==> src/rtl/cdb_arbiter.sv <==
// Common data bus arbiter: one holding entry per functional-unit requester,
// up to four entries broadcast per cycle on packed lanes, round-robin order.
module cdb_arbiter #(
    parameter int NUM_REQ = 6
) (
    input  logic                    clk,
    input  logic                    rst,
    input  logic                    flush,
    input  logic [NUM_REQ-1:0]      req_valid,
    input  logic [4*NUM_REQ-1:0]    req_rob_index,
    input  logic [16*NUM_REQ-1:0]   req_result,
    output logic [NUM_REQ-1:0]      req_busy,
    output logic [3:0]              cdb_valid,
    output logic [15:0]             cdb_rob_index,
    output logic [63:0]             cdb_result,
    output logic                    drop_err
);

    localparam int PTR_W     = $clog2(NUM_REQ);
    localparam int NUM_LANES = 4;

    logic [NUM_REQ-1:0] hold_valid_q, hold_valid_d;
    logic [3:0]         hold_tag_q    [NUM_REQ];
    logic [3:0]         hold_tag_d    [NUM_REQ];
    logic [15:0]        hold_result_q [NUM_REQ];
    logic [15:0]        hold_result_d [NUM_REQ];
    logic [PTR_W-1:0]   rr_ptr_q, rr_ptr_d;
    logic [3:0]         cdb_valid_q, cdb_valid_d;
    logic [15:0]        cdb_rob_index_q, cdb_rob_index_d;
    logic [63:0]        cdb_result_q, cdb_result_d;
    logic               drop_err_q, drop_err_d;

    logic [NUM_REQ-1:0] grant;
    logic [NUM_LANES-1:0] lane_used;
    logic [PTR_W-1:0]   lane_src [NUM_LANES];
    logic [PTR_W-1:0]   last_grant;
    logic [2:0]         grant_cnt;
    logic [3:0]         scan_sum;
    logic [PTR_W-1:0]   scan_idx;
    logic [NUM_REQ-1:0] capture;

    // Circular scan from rr_ptr, handing the first four held entries to lanes 0..3 in order
    always_comb begin
        grant      = '0;
        lane_used  = '0;
        last_grant = '0;
        grant_cnt  = '0;
        scan_sum   = '0;
        scan_idx   = '0;
        for (int k = 0; k < NUM_LANES; k++) begin
            lane_src[k] = '0;
        end
        for (int j = 0; j < NUM_REQ; j++) begin
            scan_sum = 4'(rr_ptr_q) + 4'(j);
            if (scan_sum >= 4'(NUM_REQ)) begin
                scan_sum = scan_sum - 4'(NUM_REQ);
            end
            scan_idx = scan_sum[PTR_W-1:0];
            if (hold_valid_q[scan_idx] && (grant_cnt < 3'd4)) begin
                grant[scan_idx]           = 1'b1;
                lane_used[grant_cnt[1:0]] = 1'b1;
                lane_src[grant_cnt[1:0]]  = scan_idx;
                last_grant                = scan_idx;
                grant_cnt                 = grant_cnt + 3'd1;
            end
        end
    end

    // A granted entry drains this edge, so it is free to accept a refill
    assign req_busy = hold_valid_q & ~grant;
    assign capture  = req_valid & ~req_busy & {NUM_REQ{~flush}};

    // Next-state for holding entries, round-robin pointer, lanes and drop flag
    always_comb begin
        hold_valid_d = hold_valid_q & ~grant;
        for (int i = 0; i < NUM_REQ; i++) begin
            hold_tag_d[i]    = hold_tag_q[i];
            hold_result_d[i] = hold_result_q[i];
            if (capture[i]) begin
                hold_valid_d[i]  = 1'b1;
                hold_tag_d[i]    = req_rob_index[4*i +: 4];
                hold_result_d[i] = req_result[16*i +: 16];
            end
        end
        if (flush) begin
            hold_valid_d = '0;
        end

        rr_ptr_d = rr_ptr_q;
        if ((|grant) && !flush) begin
            if (last_grant == PTR_W'(NUM_REQ - 1)) begin
                rr_ptr_d = '0;
            end else begin
                rr_ptr_d = last_grant + 1'b1;
            end
        end

        cdb_valid_d     = '0;
        cdb_rob_index_d = '0;
        cdb_result_d    = '0;
        for (int k = 0; k < NUM_LANES; k++) begin
            if (lane_used[k] && !flush) begin
                cdb_valid_d[k]            = 1'b1;
                cdb_rob_index_d[4*k +: 4] = hold_tag_q[lane_src[k]];
                cdb_result_d[16*k +: 16]  = hold_result_q[lane_src[k]];
            end
        end

        drop_err_d = drop_err_q | ((|(req_valid & req_busy)) & ~flush);
    end

    // Control and broadcast state, cleared by synchronous reset
    always_ff @(posedge clk) begin
        if (rst) begin
            hold_valid_q    <= '0;
            rr_ptr_q        <= '0;
            cdb_valid_q     <= '0;
            cdb_rob_index_q <= '0;
            cdb_result_q    <= '0;
            drop_err_q      <= 1'b0;
        end else begin
            hold_valid_q    <= hold_valid_d;
            rr_ptr_q        <= rr_ptr_d;
            cdb_valid_q     <= cdb_valid_d;
            cdb_rob_index_q <= cdb_rob_index_d;
            cdb_result_q    <= cdb_result_d;
            drop_err_q      <= drop_err_d;
        end
    end

    // Payload storage needs no reset; it is only observed behind hold_valid
    always_ff @(posedge clk) begin
        for (int i = 0; i < NUM_REQ; i++) begin
            hold_tag_q[i]    <= hold_tag_d[i];
            hold_result_q[i] <= hold_result_d[i];
        end
    end

    assign cdb_valid     = cdb_valid_q;
    assign cdb_rob_index = cdb_rob_index_q;
    assign cdb_result    = cdb_result_q;
    assign drop_err      = drop_err_q;

endmodule

==> config.mk <==
export PLATFORM = sky130hd
export DESIGN_NAME = cdb_arbiter
export DESIGN_NICKNAME = d
export VERILOG_FILES = /design/src/rtl/cdb_arbiter.sv
export SDC_FILE = /design/constraint.sdc
export NUM_CORES = 1
export LEC_CHECK = 0
export BUFFER_PORTS_ARGS = -buffer_cell sky130_fd_sc_hd__buf_4
export CAP_MARGIN = 25
export CORE_MARGIN = 2
export CORE_UTILIZATION = 57
export DETAILED_ROUTE_END_ITERATION = 16
export PLACE_DENSITY = 0.92
export SYNTH_ARGS = -nofsm -noshare
export SYNTH_HDL_FRONTEND = slang
export SYNTH_SLANG_ARGS = --single-unit
==> constraint.sdc <==
create_clock -name clk -period 8.9 [get_ports clk]
set_input_delay 0.445 -clock clk [delete_from_list [all_inputs] [get_ports clk]]
set_output_delay 0.445 -clock clk [all_outputs]
set_load 0.05 [all_outputs]
# After elaboration in Yosys (flattened, before gate mapping)
# Memory sizes are Yosys's and may differ from the RTL's. A register that Yosys moved wholly into a read port is not among the register bits.
# Cells that the tools add are included.
[totals]
ff_bits = 14
output_inout_bits = 91
rom_bits = 0
ramBits = 120
input_bits = 129
latchBits = 0
mem_count = 2
[op_classes]
multipliers = 0
div_mod_pow = 0
mux = 106
magnitude_cmp = 43
n_eq_ne = 7
n_bitwise = 28
n_addsub = 16
reduce_logical = 34
n_shift = 0
[memory_table]
columns = ["memory", "words", "word_bits", "read_ports", "rd_ports_with_merged_regs", "wr", "line", "source"]
rows = [
  ["hold_result_q", 6, 16, 4, 4, 6, "25", "logic [15:0] hold_result_q [NUM_REQ];"],
  ["hold_tag_q", 6, 4, 4, 4, 6, "23", "logic [3:0] hold_tag_q [NUM_REQ];"],
]
[op_table]
columns = ["operator", "n"]
rows = [
  ["16-bit two-way mux", 6],
  ["3-bit two-way mux", 22],
  ["12-bit bitwise mux", 5],
  ["12-bit two-way mux", 5],
  ["4-bit two-way mux", 11],
  ["6-bit two-way mux", 6],
  ["3-bit demux with 2-bit select", 5],
  ["6-bit bitwise OR", 5],
  ["1-bit two-way mux", 29],
  ["1-bit logical AND", 26],
  ["6-bit AND", 4],
  ["3-bit by 4-bit < comparator with 1-bit output, second input constant", 6],
  ["4-bit by 3-bit >= comparator with 1-bit output, second input constant", 5],
  ["1-bit binary-select mux with 3-bit select", 6],
  ["1-bit demux with 3-bit select", 6],
  ["3-bit by 1-bit >= comparator with 1-bit output, second input constant", 6],
  ["3-bit >= comparator, second input constant", 6],
  ["3-bit subtractor, second input constant", 6],
  ["4-bit bitwise OR", 4],
  ["3-bit by 1-bit adder with 3-bit output, second input constant", 5],
  ["2-bit by 3-bit < comparator with 1-bit output, second input constant", 5],
  ["3-bit by 1-bit < comparator with 1-bit output, second input constant", 5],
  ["3-bit < comparator, second input constant", 5],
  ["2-bit inverter with 3-bit output", 5],
  ["other kinds (15)", 40],
]

# Depth between registers and ports, before layout
[logic_depth]
word_depth = 26
depth_mapped = 27

# Worst setup path before layout
# Ideal clock, no wire load.
[synth_timing]
path_type = "reg-to-reg"
from = "reg rr_ptr_q[0]"
to = "mem hold_result_q[4][0] (enable)"
path_buffers = 3
slack_ps = 1307
period_less_slack_ps = 7593
path_stages_with_launch = 24
arrival_time_ps = 7166
required_time_ps = 8473
cell_sequence = "dfxtp_1 buf_2 buf_6 clkbuf_1 clkinv_1 ha_1 nor2b_1 o31a_1 or4_1 and3_4 xnor2_4 xnor2_1 inv_1 ha_1 inv_1 ha_1 nor4b_2 nor3_1 nand2_1 o311ai_0 nand2_1 a21o_1 and2_1 nor3b_1"
[synth_lines]
columns = ["item", "line", "source"]
rows = [
  ["from (decl)", "27", "logic [PTR_W-1:0] rr_ptr_q, rr_ptr_d;"],
  ["from (signal assigned)", "123", "rr_ptr_q <= rr_ptr_d;"],
  ["to (decl)", "25", ""],
]

# Final worst setup path
[layout_timing]
from = "reg rr_ptr_q[1]"
to = "reg cdb_rob_index_q[1], in the netlist cdb_rob_index[1], read port of hold_tag_q"
[layout_via]
elab_chain_len = 26
elab_cells_between_ends = 134
[layout_rtl]
columns = ["item", "line", "source"]
rows = [
  ["3-bit subtractor or 3-bit >= comparator (tied branches)", "56, 55", ""],
  ["3-bit two-way mux", "55", "if (scan_sum >= 4'(NUM_REQ)) begin"],
  ["1-bit binary-select mux with 3-bit select", "59", "if (hold_valid_q[scan_idx] && (grant_cnt < 3'd4)) begin"],
  ["1-bit two-way mux (not written as such)", "59", ""],
  ["1-bit two-way mux", "59", ""],
  ["3-bit < comparator", "59", ""],
  ["1-bit logical AND", "59", ""],
  ["3-bit two-way mux", "59", ""],
  ["[... 10 more ...]", "-", ""],
  ["1-bit logical AND (not written as such)", "61", "lane_used[grant_cnt[1:0]] = 1'b1;"],
  ["1-bit two-way mux (not written as such)", "61", ""],
  ["1-bit demux with 2-bit select", "61", ""],
  ["4-bit bitwise OR (no source line)", "-", ""],
  ["4-bit two-way mux", "59", ""],
  ["1-bit logical AND", "102", "if (lane_used[k] && !flush) begin"],
  ["1-bit inverter (no source line)", "-", ""],
  ["2-bit OR reduction (no source line)", "-", ""],
  ["to (decl)", "29", "logic [15:0] cdb_rob_index_q, cdb_rob_index_d;"],
]
# Several ways; a longest one is shown, not always the timed one. The select of a mux whose other input is x is not followed.
# A chain may end at the register's enable or synchronous reset.

==> impl_metrics.csv <==
group,metric,value,unit
setup_path,cell_depth_of_the_worst_setup_path,21,
setup_path,rr_startpoint,"rr_ptr_q[1]",
setup_path,timing.setup.critical_path_class,"flop to flop",
die,dieHeight,151.7,um
die,die-area,23010,um2
grt,first_global_vias,11690,
cells_and_area,layout.nets,1568,
status,run_status,"finished clean",
die,die-width,151.7,um
setup_path,setup.worst_path.end,"cdb_rob_index[1]",
cts,clk_pin_slew_worst_paths,80,ps
die,core_outline_area,21620,um2
route,antenna_nets_post_route,0,
power_and_ir_drop,vdd_ir_drop_max,231.8,uV
timing,drv_slew,0,
cts,worst_skew_pair.late_latency,520,ps
route,route.detailed.drc,0,
cts,cts_sinks,214,
cells_and_area,mostFrequentLayoutCells,"buf_4, edfxtp_1, nand2_1, mux2i_1, dfxtp_1",
timing,hold_violations,0,
power_and_ir_drop,cellLeakagePower,6.462,nW
cts,cts_root_buffer,"clkbuf_16",
setup_path,worst-endpoint-arrival,8200,ps
grt,globalRouteTotalUtil,37.67,%
cts,cts_tree,"done",
timing,fin_crit,7822,ps
placed_design,hpwl,29660,um
setup_path,endpoint_kind,"flop",
timing,maxClockFrequency,0.1279,GHz
power_and_ir_drop,swShare,46.70,%
yosys,postSynthAreaPerCell,10.07,um2
timing,grt_setup_unrepaired,"false",
timing,setup_viol_count_final,0,
placed_design,dp_worst_setup_slack,1241,ps
power_and_ir_drop,report.power.total,4.709,mW
grt,grt_overflow_total,0,
setup_path,cp.required,9280,ps
yosys,synth_cells,1235,
power_and_ir_drop,power_switching,2.199,mW
yosys,syn_nets,1383,
yosys,count_of_yosys_warnings_during_synthesis,0,
setup_path,cp.buffers_inverters,4,
yosys,synthesis_stage_register_bit_count,214,
yosys,synthDominantCellAreaShare,28.99,%
die,ios,220,
yosys,yosysSeqAreaShare,44.12,%
timing,fin_skew,22.15,ps
timing,maxSlewHeadroom,24.48,%
hold_path,worst_hold_path_type,"input pin to flop",
power_and_ir_drop,power_density,308.9,nW/um2
yosys,syn_area,12430,um2
flow_run,cap_violations,0,
yosys,post-synth-top-area-cell,"edfxtp_1",
setup_path,ff2ff_setup_slack,1080,ps
route,routed-via-count,11970,
power_and_ir_drop,share_seq_of_total_power,26.8,%
cells_and_area,layout_commonest_cell,"buf_4",
timing,tns,0,ps
setup_path,critical_path.top_delay_family,"simple AND/OR/NAND/NOR gates",
timing,worstMarginPinSlew,1104,ps
setup_path,crit_slowest_cell,"a31oi_2",
yosys,synth_enable_flop_cells,120,
timing,finalWorstSetupSlack,1078,ps
cts,cts_resized,0,
grt,grt_antenna_before_repair,0,
die,rows,54,
timing,final.period_utilization,87.88,%
power_and_ir_drop,clock_power_share,19.9,%
route,detail_route.wl_per_cell,25.67,um
placed_design,port_buffers,219,
placed_design,gpl.final_weighted_congestion,0.9571,
grt,largest_net_degree_at_the_start_of_global_routing,65,
setup_path,critical_path.cell_chain,"inv_1 -> ha_1 -> nor2b_1 -> o31a_1 -> or4_1 -> and3_4 -> xnor2_4 -> xnor2_1 -> inv_1 -> ha_1 -> inv_1 -> ha_1 -> nor4b_2 -> nor4_4 -> xnor2_1 -> xnor3_1 -> nand3_2 -> a31oi_2 -> buf_4 -> o31ai_1 -> a211oi_1",
route,drtPass1Iterations,6,
yosys,postSynth.asyncResetShare,0,%
yosys,ys_top_cells_by_area,"edfxtp_1, dfxtp_1, mux2i_1, mux2_1, nand2_1",
route,detail_route.wirelength,44060,um
cells_and_area,layout-drive-gt1-share,24.79,%
cts,postCtsSetupBuffers,0,
cts,postCtsHoldBufs,0,
cts,cts.htree.levels,1,
setup_path,worst_path_largest_cell_delay,950,ps
setup_path,critPathLaunch,"rr_ptr_q[1]",
setup_path,reg2regPathDepth,21,
power_and_ir_drop,share_comb_of_total_power,53.3,%
cts,cts_made_buffers,23,
power_and_ir_drop,power_report.internal_total,2.510,mW
route,vias_per_cell,6.974,
yosys,ys_dominant_reg_cell,"edfxtp_1",
grt,grt_pass1_wl,66160,um
setup_path,setup.worst_path.start_class,"flop",
yosys,yosys.cell_types.count,85,
setup_path,crit_path_max_fanout,28,
die,start_util,57.50,%
route,dr.first_iter.drc_count,1908,
cts,clk_path_buf_depth,3,
cells_and_area,antenna-diode-count,0,
setup_path,worst_r2r_endpoint,"cdb_rob_index[1]",
cells_and_area,area.growth.synth_to_final,22.61,%
flip-flops by register name, indices dropped and copies added, names as in the netlist:
register       count
cdb_result        64
cdb_rob_index     16
cdb_valid          4
drop_err           1
hold_result_q     96
hold_tag_q        24
hold_valid_q       6
rr_ptr_q           3
layer usage:
layer / GRT usage [%] / up-vias / wire length [um]
li1: - / 5100 / -
met1: 48.03 / 5539 / 15660
met2: 59.21 / 1074 / 19760
met3: 7.994 / 255 / 5669
met4: 22.22 / 0 / 2963
met5: 0 / - / 0
cell usage after synthesis, types with 4 or more instances:
library cell and n:
o2bb2ai_1 22, nand4_1 6, a2111oi_2 7, nor2_1 67, o31ai_1 23, clkbuf_1 65
inv_1 31, nand2_1 109, dfxtp_1 94, nor3b_1 8, o21a_1 4, a22oi_1 18
a31oi_1 11, nor3_1 8, buf_2 18, edfxtp_1 120, mux2i_1 97, and2_1 9
and3_1 6, ha_1 19, o21ai_1 22, a221oi_1 32, or4_1 4, nand3_1 47
xnor2_1 5, a21o_1 6, nor4_1 4, o211a_1 17, buf_6 6, o22ai_1 23
mux2_1 39, a211oi_1 47, a32oi_1 4, o211ai_1 4, o21ai_0 38, nor2b_1 25
a2111oi_1 13, mux2_2 12, a21oi_1 78
metrics by stage:
stage	cells	hold WS, ps	instance area [um2]	util (%)
floorplan	1235	517.1	12430	-
global placement	1669	450.4	14400	66.61
detailed placement	1671	473.1	14440	66.81
CTS	1712	99.20	15170	70.16
global route	1716	95.05	15240	70.50
finish	1716	99.74	15240	70.50
power by group through the flow:
stage                     Sequential, mW  Clock (mW)  Combinational, mW
final                               1.26       0.937               2.51
after global routing                1.26       0.972               2.62
after floorplan                     1.48           0               1.46
after detailed placement            1.27           0               2.39
after CTS                           1.25       0.932               2.41
after global placement              1.27           0               2.32
area by class of cell:
cell class              count  area, um2
clock buffers              30      631.9
clock inverters            11      93.84
fillers                  1521       6377
inverters                  34      127.6
multi-input cells         892       6555
flip-flops and latches    214       5487
well taps                 280      350.3
repair buffers            255       1998
cell families after synthesis:
group | after synthesis | synth area share (%)
AO/OA/AOI/OAI | 397 | 23.21
XOR/XNOR | 12 | 1.278
adder cells (fa/ha/maj) | 20 | 2.003
buffers and inverters | 129 | 4.529
flip-flops | 214 | 44.12
multiplexers | 150 | 12.72
other | 1 | 0.03016
AND/OR/NAND/NOR | 312 | 12.11
worst min-delay path by stage:
stage | from | end | slack, ps | cells past startpoint
floorplan | rst | rr_ptr_q[1] | 520 | 1
global placement | drop_err | drop_err | 450 | 2
detailed placement | drop_err | drop_err | 470 | 2
CTS | req_result[44] | hold_result_q[2][12] | 100 | 1
global route | req_rob_index[21] | hold_tag_q[5][1] | 100 | 1
finish | req_rob_index[4] | hold_tag_q[1][0] | 100 | 1
worst register-to-register path: stages (launching register included):
cell,delay (ps)
dfxtp_1,610
inv_1,210
ha_1,470
nor2b_1,120
o31a_1,270
or4_1,540
and3_4,250
xnor2_4,150
xnor2_1,350
inv_1,130
ha_1,270
inv_1,90
ha_1,250
nor4b_2,210
nor4_4,670
xnor2_1,200
xnor3_1,460
nand3_2,690
a31oi_2,950
buf_4,350
o31ai_1,100
a211oi_1,340
(Power assumes the default switching activity.)
